**src/rtl/wind_mode_pkg.sv**
```systemverilog
// Shared definitions for the wind-direction mode controller: mode encodings,
// debounce FSM states, default timing constants and the switch-value filter
// used when the optional invalid-value hold (WIND_MODE_INVALID_HOLD_EN) is built in.
package wind_mode_pkg;

  // Accepted mode values presented to the hazard-light stage.
  localparam logic [1:0] MODE_CALM  = 2'b00;
  localparam logic [1:0] MODE_RIGHT = 2'b01;
  localparam logic [1:0] MODE_LEFT  = 2'b10;
  localparam logic [1:0] MODE_OFF   = 2'b11;

  // Debounce FSM: STABLE tracks the committed mode, SETTLE is qualifying a candidate.
  typedef enum logic {
    ST_STABLE = 1'b0,
    ST_SETTLE = 1'b1
  } state_e;

  // Default timing: clocks a new value must persist, and clocks per pattern step.
  localparam int DEFAULT_DEBOUNCE_CYCLES = 4;
  localparam int DEFAULT_TICK_DIV        = 8;

  // Value the FSM actually compares against. With the hold enabled, the
  // "both switches closed" reading is not a real direction and is folded
  // onto the current mode so it can neither start nor continue a change.
  function automatic logic [1:0] effective_mode(
    input logic [1:0] sw_s,
    input logic [1:0] cur_mode,
    input logic       hold_en
  );
    logic [1:0] result;
    result = sw_s;
    if (hold_en && (sw_s == MODE_OFF)) begin
      result = cur_mode;
    end
    return result;
  endfunction

endpackage

```
**src/rtl/wind_mode_ctrl_if.sv**
```systemverilog
// Bundle of the switch input and hazard-light-stage outputs of wind_mode_ctrl.
// master: the switch/consumer side; slave: the controller itself.
interface wind_mode_ctrl_if;

  logic [1:0] sw;            // raw, bouncy, asynchronous switch pair
  logic [1:0] x;             // accepted mode
  logic       tick;          // one-cycle pattern step enable
  logic       mode_changed;  // one-cycle pulse in the cycle after x changes

  modport master (
    output sw,
    input  x,
    input  tick,
    input  mode_changed
  );

  modport slave (
    input  sw,
    output x,
    output tick,
    output mode_changed
  );

endinterface

```
**src/rtl/wind_mode_ctrl_sync2.sv**
```systemverilog
// Two-flop synchronizer for asynchronous inputs. Both stages clear to zero
// on the asynchronous active-high reset; output latency is two clocks.
module sync2 #(
  parameter int WIDTH = 2
) (
  input  logic             clk,
  input  logic             reset,
  input  logic [WIDTH-1:0] d,
  output logic [WIDTH-1:0] q
);

  logic [WIDTH-1:0] stage1_q, stage1_d;
  logic [WIDTH-1:0] stage2_q, stage2_d;

  // Next values: shift the raw input one stage per clock.
  always_comb begin
    stage1_d = d;
    stage2_d = stage1_q;
  end

  // Synchronizer stages; the first one may go metastable, the second filters it.
  always_ff @(posedge clk or posedge reset) begin
    if (reset) begin
      stage1_q <= '0;
      stage2_q <= '0;
    end else begin
      stage1_q <= stage1_d;
      stage2_q <= stage2_d;
    end
  end

  assign q = stage2_q;

endmodule

```
**src/rtl/wind_mode_ctrl.sv**
```systemverilog
// Wind-direction mode controller: synchronizes the bouncy switch pair,
// debounces it into an accepted mode x, and divides the clock into the
// pattern-step tick for the hazard-light stage. A commit restarts the tick
// phase so the new pattern always begins with a full step.
// Optional build macro: WIND_MODE_INVALID_HOLD_EN -- when defined, a switch
// reading of 11 is ignored (treated as the current mode) instead of debounced.
module wind_mode_ctrl
  import wind_mode_pkg::*;
#(
  parameter int DEBOUNCE_CYCLES = DEFAULT_DEBOUNCE_CYCLES,  // 1..255
  parameter int TICK_DIV        = DEFAULT_TICK_DIV          // 2..65535
) (
  input  logic            clk,
  input  logic            reset,
  wind_mode_ctrl_if.slave bus
);

  localparam int CW = $clog2(DEBOUNCE_CYCLES + 1);
  localparam int TW = $clog2(TICK_DIV);

  // The count holds how many consecutive samples have matched the candidate.
  // The sample that would bring it to DEBOUNCE_CYCLES commits instead, so the
  // stored count stays below DEBOUNCE_CYCLES.
  localparam logic [CW-1:0] CNT_ONE  = CW'(1);
  localparam logic [CW-1:0] CNT_LAST = CW'(DEBOUNCE_CYCLES - 1);
  localparam logic [TW-1:0] TICK_ONE  = TW'(1);
  localparam logic [TW-1:0] TICK_LAST = TW'(TICK_DIV - 1);

`ifdef WIND_MODE_INVALID_HOLD_EN
  localparam logic HOLD_EN = 1'b1;
`else
  localparam logic HOLD_EN = 1'b0;
`endif

  logic [1:0]    sw_s;
  logic [1:0]    sw_eff;

  state_e        state_q, state_d;
  logic [1:0]    cand_q, cand_d;
  logic [CW-1:0] count_q, count_d;
  logic [1:0]    x_q, x_d;
  logic          mode_changed_q, mode_changed_d;
  logic [TW-1:0] tick_cnt_q, tick_cnt_d;
  logic          commit;
  logic          tick_w;

  sync2 #(
    .WIDTH(2)
  ) u_sync (
    .clk  (clk),
    .reset(reset),
    .d    (bus.sw),
    .q    (sw_s)
  );

  assign sw_eff = effective_mode(sw_s, x_q, HOLD_EN);

  // Debounce FSM next state: qualify a new value over consecutive samples,
  // abandon it on a bounce back, restart on a different new value.
  always_comb begin
    state_d = state_q;
    cand_d  = cand_q;
    count_d = count_q;
    x_d     = x_q;
    commit  = 1'b0;
    case (state_q)
      ST_STABLE: begin
        if (sw_eff == x_q) begin
          count_d = '0;
        end else if (DEBOUNCE_CYCLES == 1) begin
          // A single matching sample is already enough.
          commit  = 1'b1;
          x_d     = sw_eff;
          cand_d  = sw_eff;
          count_d = '0;
        end else begin
          state_d = ST_SETTLE;
          cand_d  = sw_eff;
          count_d = CNT_ONE;
        end
      end
      ST_SETTLE: begin
        if (sw_eff == x_q) begin
          state_d = ST_STABLE;
          count_d = '0;
        end else if (sw_eff == cand_q) begin
          if (count_q >= CNT_LAST) begin
            commit  = 1'b1;
            x_d     = cand_q;
            state_d = ST_STABLE;
            count_d = '0;
          end else begin
            count_d = count_q + CNT_ONE;
          end
        end else begin
          cand_d  = sw_eff;
          count_d = CNT_ONE;
        end
      end
      default: begin
        state_d = ST_STABLE;
        count_d = '0;
      end
    endcase
  end

  // Tick divider and change pulse: a commit clears the divider and masks a
  // coincident wrap so the new mode starts on a full step.
  always_comb begin
    mode_changed_d = commit;
    if (commit || (tick_cnt_q == TICK_LAST)) begin
      tick_cnt_d = '0;
    end else begin
      tick_cnt_d = tick_cnt_q + TICK_ONE;
    end
    tick_w = (tick_cnt_q == TICK_LAST) && !commit;
  end

  // State registers; reset returns everything to calm / phase zero at once.
  always_ff @(posedge clk or posedge reset) begin
    if (reset) begin
      state_q        <= ST_STABLE;
      cand_q         <= MODE_CALM;
      count_q        <= '0;
      x_q            <= MODE_CALM;
      mode_changed_q <= 1'b0;
      tick_cnt_q     <= '0;
    end else begin
      state_q        <= state_d;
      cand_q         <= cand_d;
      count_q        <= count_d;
      x_q            <= x_d;
      mode_changed_q <= mode_changed_d;
      tick_cnt_q     <= tick_cnt_d;
    end
  end

  assign bus.x            = x_q;
  assign bus.tick         = tick_w;
  assign bus.mode_changed = mode_changed_q;

endmodule

```
**src/flat_wrapper.sv**
```systemverilog
// flat-port wrapper written by rule: the top's interface ports become plain ports
module wind_mode_ctrl_flat import wind_mode_pkg::*;
#(
  parameter int DEBOUNCE_CYCLES = DEFAULT_DEBOUNCE_CYCLES,           
  parameter int TICK_DIV        = DEFAULT_TICK_DIV                     
)
  (clk, reset, bus_sw, bus_x, bus_tick, bus_mode_changed);
  wind_mode_ctrl_if bus_i ();
  input  logic clk;
  input  logic reset;
  input wire logic [$bits(bus_i.sw)-1:0] bus_sw;
  output wire logic [$bits(bus_i.x)-1:0] bus_x;
  output wire logic [$bits(bus_i.tick)-1:0] bus_tick;
  output wire logic [$bits(bus_i.mode_changed)-1:0] bus_mode_changed;
  assign bus_i.sw = bus_sw;
  assign bus_x = bus_i.x;
  assign bus_tick = bus_i.tick;
  assign bus_mode_changed = bus_i.mode_changed;
  wind_mode_ctrl #(.DEBOUNCE_CYCLES(DEBOUNCE_CYCLES), .TICK_DIV(TICK_DIV)) u_core (.clk(clk), .reset(reset), .bus(bus_i));
endmodule
```
**config.mk**
```make
export PLATFORM = sky130hd
export DESIGN_NAME = wind_mode_ctrl_flat
export DESIGN_NICKNAME = d
export VERILOG_FILES = /design/src/rtl/wind_mode_pkg.sv /design/src/rtl/wind_mode_ctrl_if.sv /design/src/rtl/wind_mode_ctrl_sync2.sv /design/src/rtl/wind_mode_ctrl.sv /design/src/flat_wrapper.sv
export SDC_FILE = /design/constraint.sdc
export NUM_CORES = 1
export LEC_CHECK = 0
export ABC_AREA = 0
export CELL_PAD_IN_SITES_DETAIL_PLACEMENT = 1
export CELL_PAD_IN_SITES_GLOBAL_PLACEMENT = 1
export CORE_MARGIN = 3
export CORE_UTILIZATION = 38
export DETAILED_ROUTE_END_ITERATION = 10
export GPL_TIMING_DRIVEN = 0
export PLACE_DENSITY_LB_ADDON = 0.25
export RECOVER_POWER = 50
export SYNTH_ARGS = -nofsm -noshare
export SYNTH_HDL_FRONTEND = slang
export SYNTH_HIERARCHICAL = 1
export SYNTH_SLANG_ARGS = --single-unit
```
**constraint.sdc**
```tcl
create_clock -name clk -period 2.26 [get_ports clk]
set_input_delay 0.678 -clock clk [delete_from_list [all_inputs] [get_ports clk]]
set_output_delay 0.678 -clock clk [all_outputs]
set_load 0.01 [all_outputs]
```
==> metrics.csv <==
metric,value,unit
status,"complete, but fails checks",
failing checks,negative setup slack,
DIE AREA,2270,um2
critical path startpoint category,flop,
simple-gate share of the synthesized area,14.4,%
Slew @ Worst Pin,470,ps
Syn Area/Cell,14.1,um2
total track usage,11.6,%
clock buffer count from CTS,3,
sw frac,31.9,%
initial antenna violation count,0,
max cap viols,0,
H-Tree Depth,1,
period utilisation layout,104,%
P_int,0.718,mW
DRC,0,
Pleak,0.390,nW
cells after synthesis,47,
"Setup violations, final",1,
Final Wtd Congestion,0.678,
largest net degree at the start of global routing,13,
Core Box Area,1580,um2
Synth Cell Area,661,um2
final worst-path setup slack,-79.8,ps
Peak VDD IR,462,uV
WP data required,1580,ps
Initial Util,41.9,%
clk_lat worst skew,280,ps
Fmax achieved,427,MHz
share of cells above drive strength 1,33.9,%
Diodes inserted,0,
routed wire length,1070,um
NetSw,0.337,mW
nets@finish,71,
Yosys reg bits,16,
Max Clock Skew,8.75,ps
"slowest stage cell, crit path",dfrtp_1,
relative slew slack,68.6,%
Vias/cell,5.04,
CTS root buf,clkbuf_4,
DPL Wire Length,723,um
mux contribution to synthesized area,7.95,%
synth-to-layout area growth,29.2,%
RSZ-0062 raised after global routing,true,
Logic pwr share,42.3,%
Die Ht,47.7,um
clock transition at the registers of the reported paths,100,ps
DR iter-0 viols,0,
most frequent cells in the layout,"dfrtp_1, nor2_1, buf_4",
I/O Buffers,7,
Post-DRT Antenna Nets,0,
Final Hold Vio Count,0,
I/O pins,8,
worst path cell trace,ha_2 -> ha_4 -> a211oi_4 -> nor3_4 -> and2b_2 -> buf_6,
Max Root-Sink Buffers,2,
Min Hold Slack,358,ps
compound-cell area share of the yosys netlist,2.46,%
synth unique cells,18,
fin area,853,um2
"commonest non-fill, non-tap cell in the layout",dfrtp_1,
number of clock sinks,16,
"Remaining Overflow, GRT",0,
Worst Setup End Kind,primary output,
num rows,14,
FF-to-FF setup slack,610,ps
HP Class,flop to flop,
vias in the first global route,400,
chip width,47.7,um
Post-DP Area,751,um2
clock share of power,17.5,%
WP data arrival,1660,ps
wire per inst,13.7,um
Final min period,2340,ps
Syn Nets,55,
Post-Synth Adder-Cell Area,7.58,%
Critical path buffers and inverters,1,
via count,393,
Worst Setup SP,u_core/count_q[1]$_DFF_PP0_,
"slowest stage delay, CP",390,ps
First-pass DRT Iterations,1,
CP Class,flop to primary output,
hold_buf cts,0,
crit-path leading delay family,flip-flops,
CTS tree,yes,
r2r startpoint,u_core/count_q[1]$_DFF_PP0_,
"critical path fanouts, max",2,
Flop pwr share,40.3,%
first-pass GRT wire length,1730,um
Yosys Warn Count,6,
XOR/XNOR share of the synthesized area,5.30,%
PwrDens,1240,nW/um2
max-slew violations,0,
hold path startpoint,u_core/u_sync/stage1_q[0]$_DFF_PP0_,
register area share after synthesis,60.6,%
largest family of logic cells by synthesized area,simple AND/OR/NAND/NOR gates,
==> final timing paths <==
check,to,cells past startpoint
worst max register to register,u_core/bus.x[1]$_DFFE_PP0P_,6
max in group asynchronous,u_core/count_q[1]$_DFF_PP0_,2
min in group asynchronous,u_core/u_sync/q[0]$_DFF_PP0_,2
worst min register to register,u_core/u_sync/q[0]$_DFF_PP0_,0
worst max-delay path,bus_tick,6
worst min-delay path,u_core/u_sync/q[0]$_DFF_PP0_,0
==> metrics by stage <==
step           util (%)  power (mW)  setup TNS [ps]  std cells  setup WS, ps
3_3_place_gp       47.6       0.779            -558         70          -558
4_1_cts            53.7        1.06           -84.4         78         -84.4
5_1_grt            54.1        1.14            -176         78          -176
2_1_floorplan         -       0.680               0         47          46.3
3_5_place_dp       47.6       0.790            -585         70          -585
6_report           54.1        1.05           -79.8         78         -79.8
==> flip-flops by register name, indices dropped and copies added, names as in the netlist <==
register and flops:
u_core/bus.mode_changed 1, u_core/bus.x 2, u_core/cand_q 2, u_core/count_q 3
u_core/state_q 1, u_core/tick_cnt_q 3, u_core/u_sync/q 2, u_core/u_sync/stage1_q 2
==> cell usage after synthesis, drive strengths merged <==
cell type	instances	area (um2)
a211o	1	8.76
a211oi	1	7.51
and2b	1	8.76
dfrtp	16	400
ha	4	50.1
inv	3	11.3
mux2	4	52.6
nand3	1	10.0
nor2	6	25.0
nor3	2	21.3
nor3b	2	15.0
nor4	1	6.26
nor4b	1	8.76
xnor2	2	17.5
xor2	2	17.5
==> worst register-to-register path: cells and delay by family, from the launching register on <==
kind	cells	cell delay [ps]
DFF	1	390
adders and majority gates	2	370
muxes	1	300
AOI/OAI and AO/OA	1	240
buffers and inverters	1	170
and+or+nand+nor	1	80
==> layer usage <==
metal / GRT usage (%) / wire length [um] / share of wire [%] / vias up
met3: 4.51 / 37 / 3.5 / 2
met2: 20.1 / 533 / 50 / 9
li1: - / - / - / 189
met4: 6.45 / 16 / 1.5 / 0
met1: 11.8 / 480 / 45 / 193
met5: 0 / 0 / 0 / -
==> repair_timing <==
action,in CTS,in global routing
endpoints found under the setup margin,1,1
pin swaps,4,0
buffers inserted,4,0
gates resized for setup,10,1
==> cells by family after synthesis <==
logic type      after synthesis
mux                           4
compound gates                2
simple gates                 14
flops                        16
buf+inv                       3
xor+xnor                      4
fa+ha+maj                     4
==> layout make-up <==
class / count / area, um2
repair buffers: 11 / 101
inverters: 3 / 11.3
fillers: 161 / 723
well taps: 16 / 20.0
flip-flops and latches: 16 / 400
clock buffers: 4 / 36.3
multi-input cells: 28 / 284
==> power by group through the flow <==
stage	logic [mW]	clock network, mW	registers [mW]
finish	0.446	0.184	0.425
global route	0.496	0.205	0.438
CTS	0.441	0.192	0.423
detailed placement	0.355	0	0.435
global placement	0.348	0	0.430
floorplan	0.249	0	0.431
(Power assumes the default switching activity.)
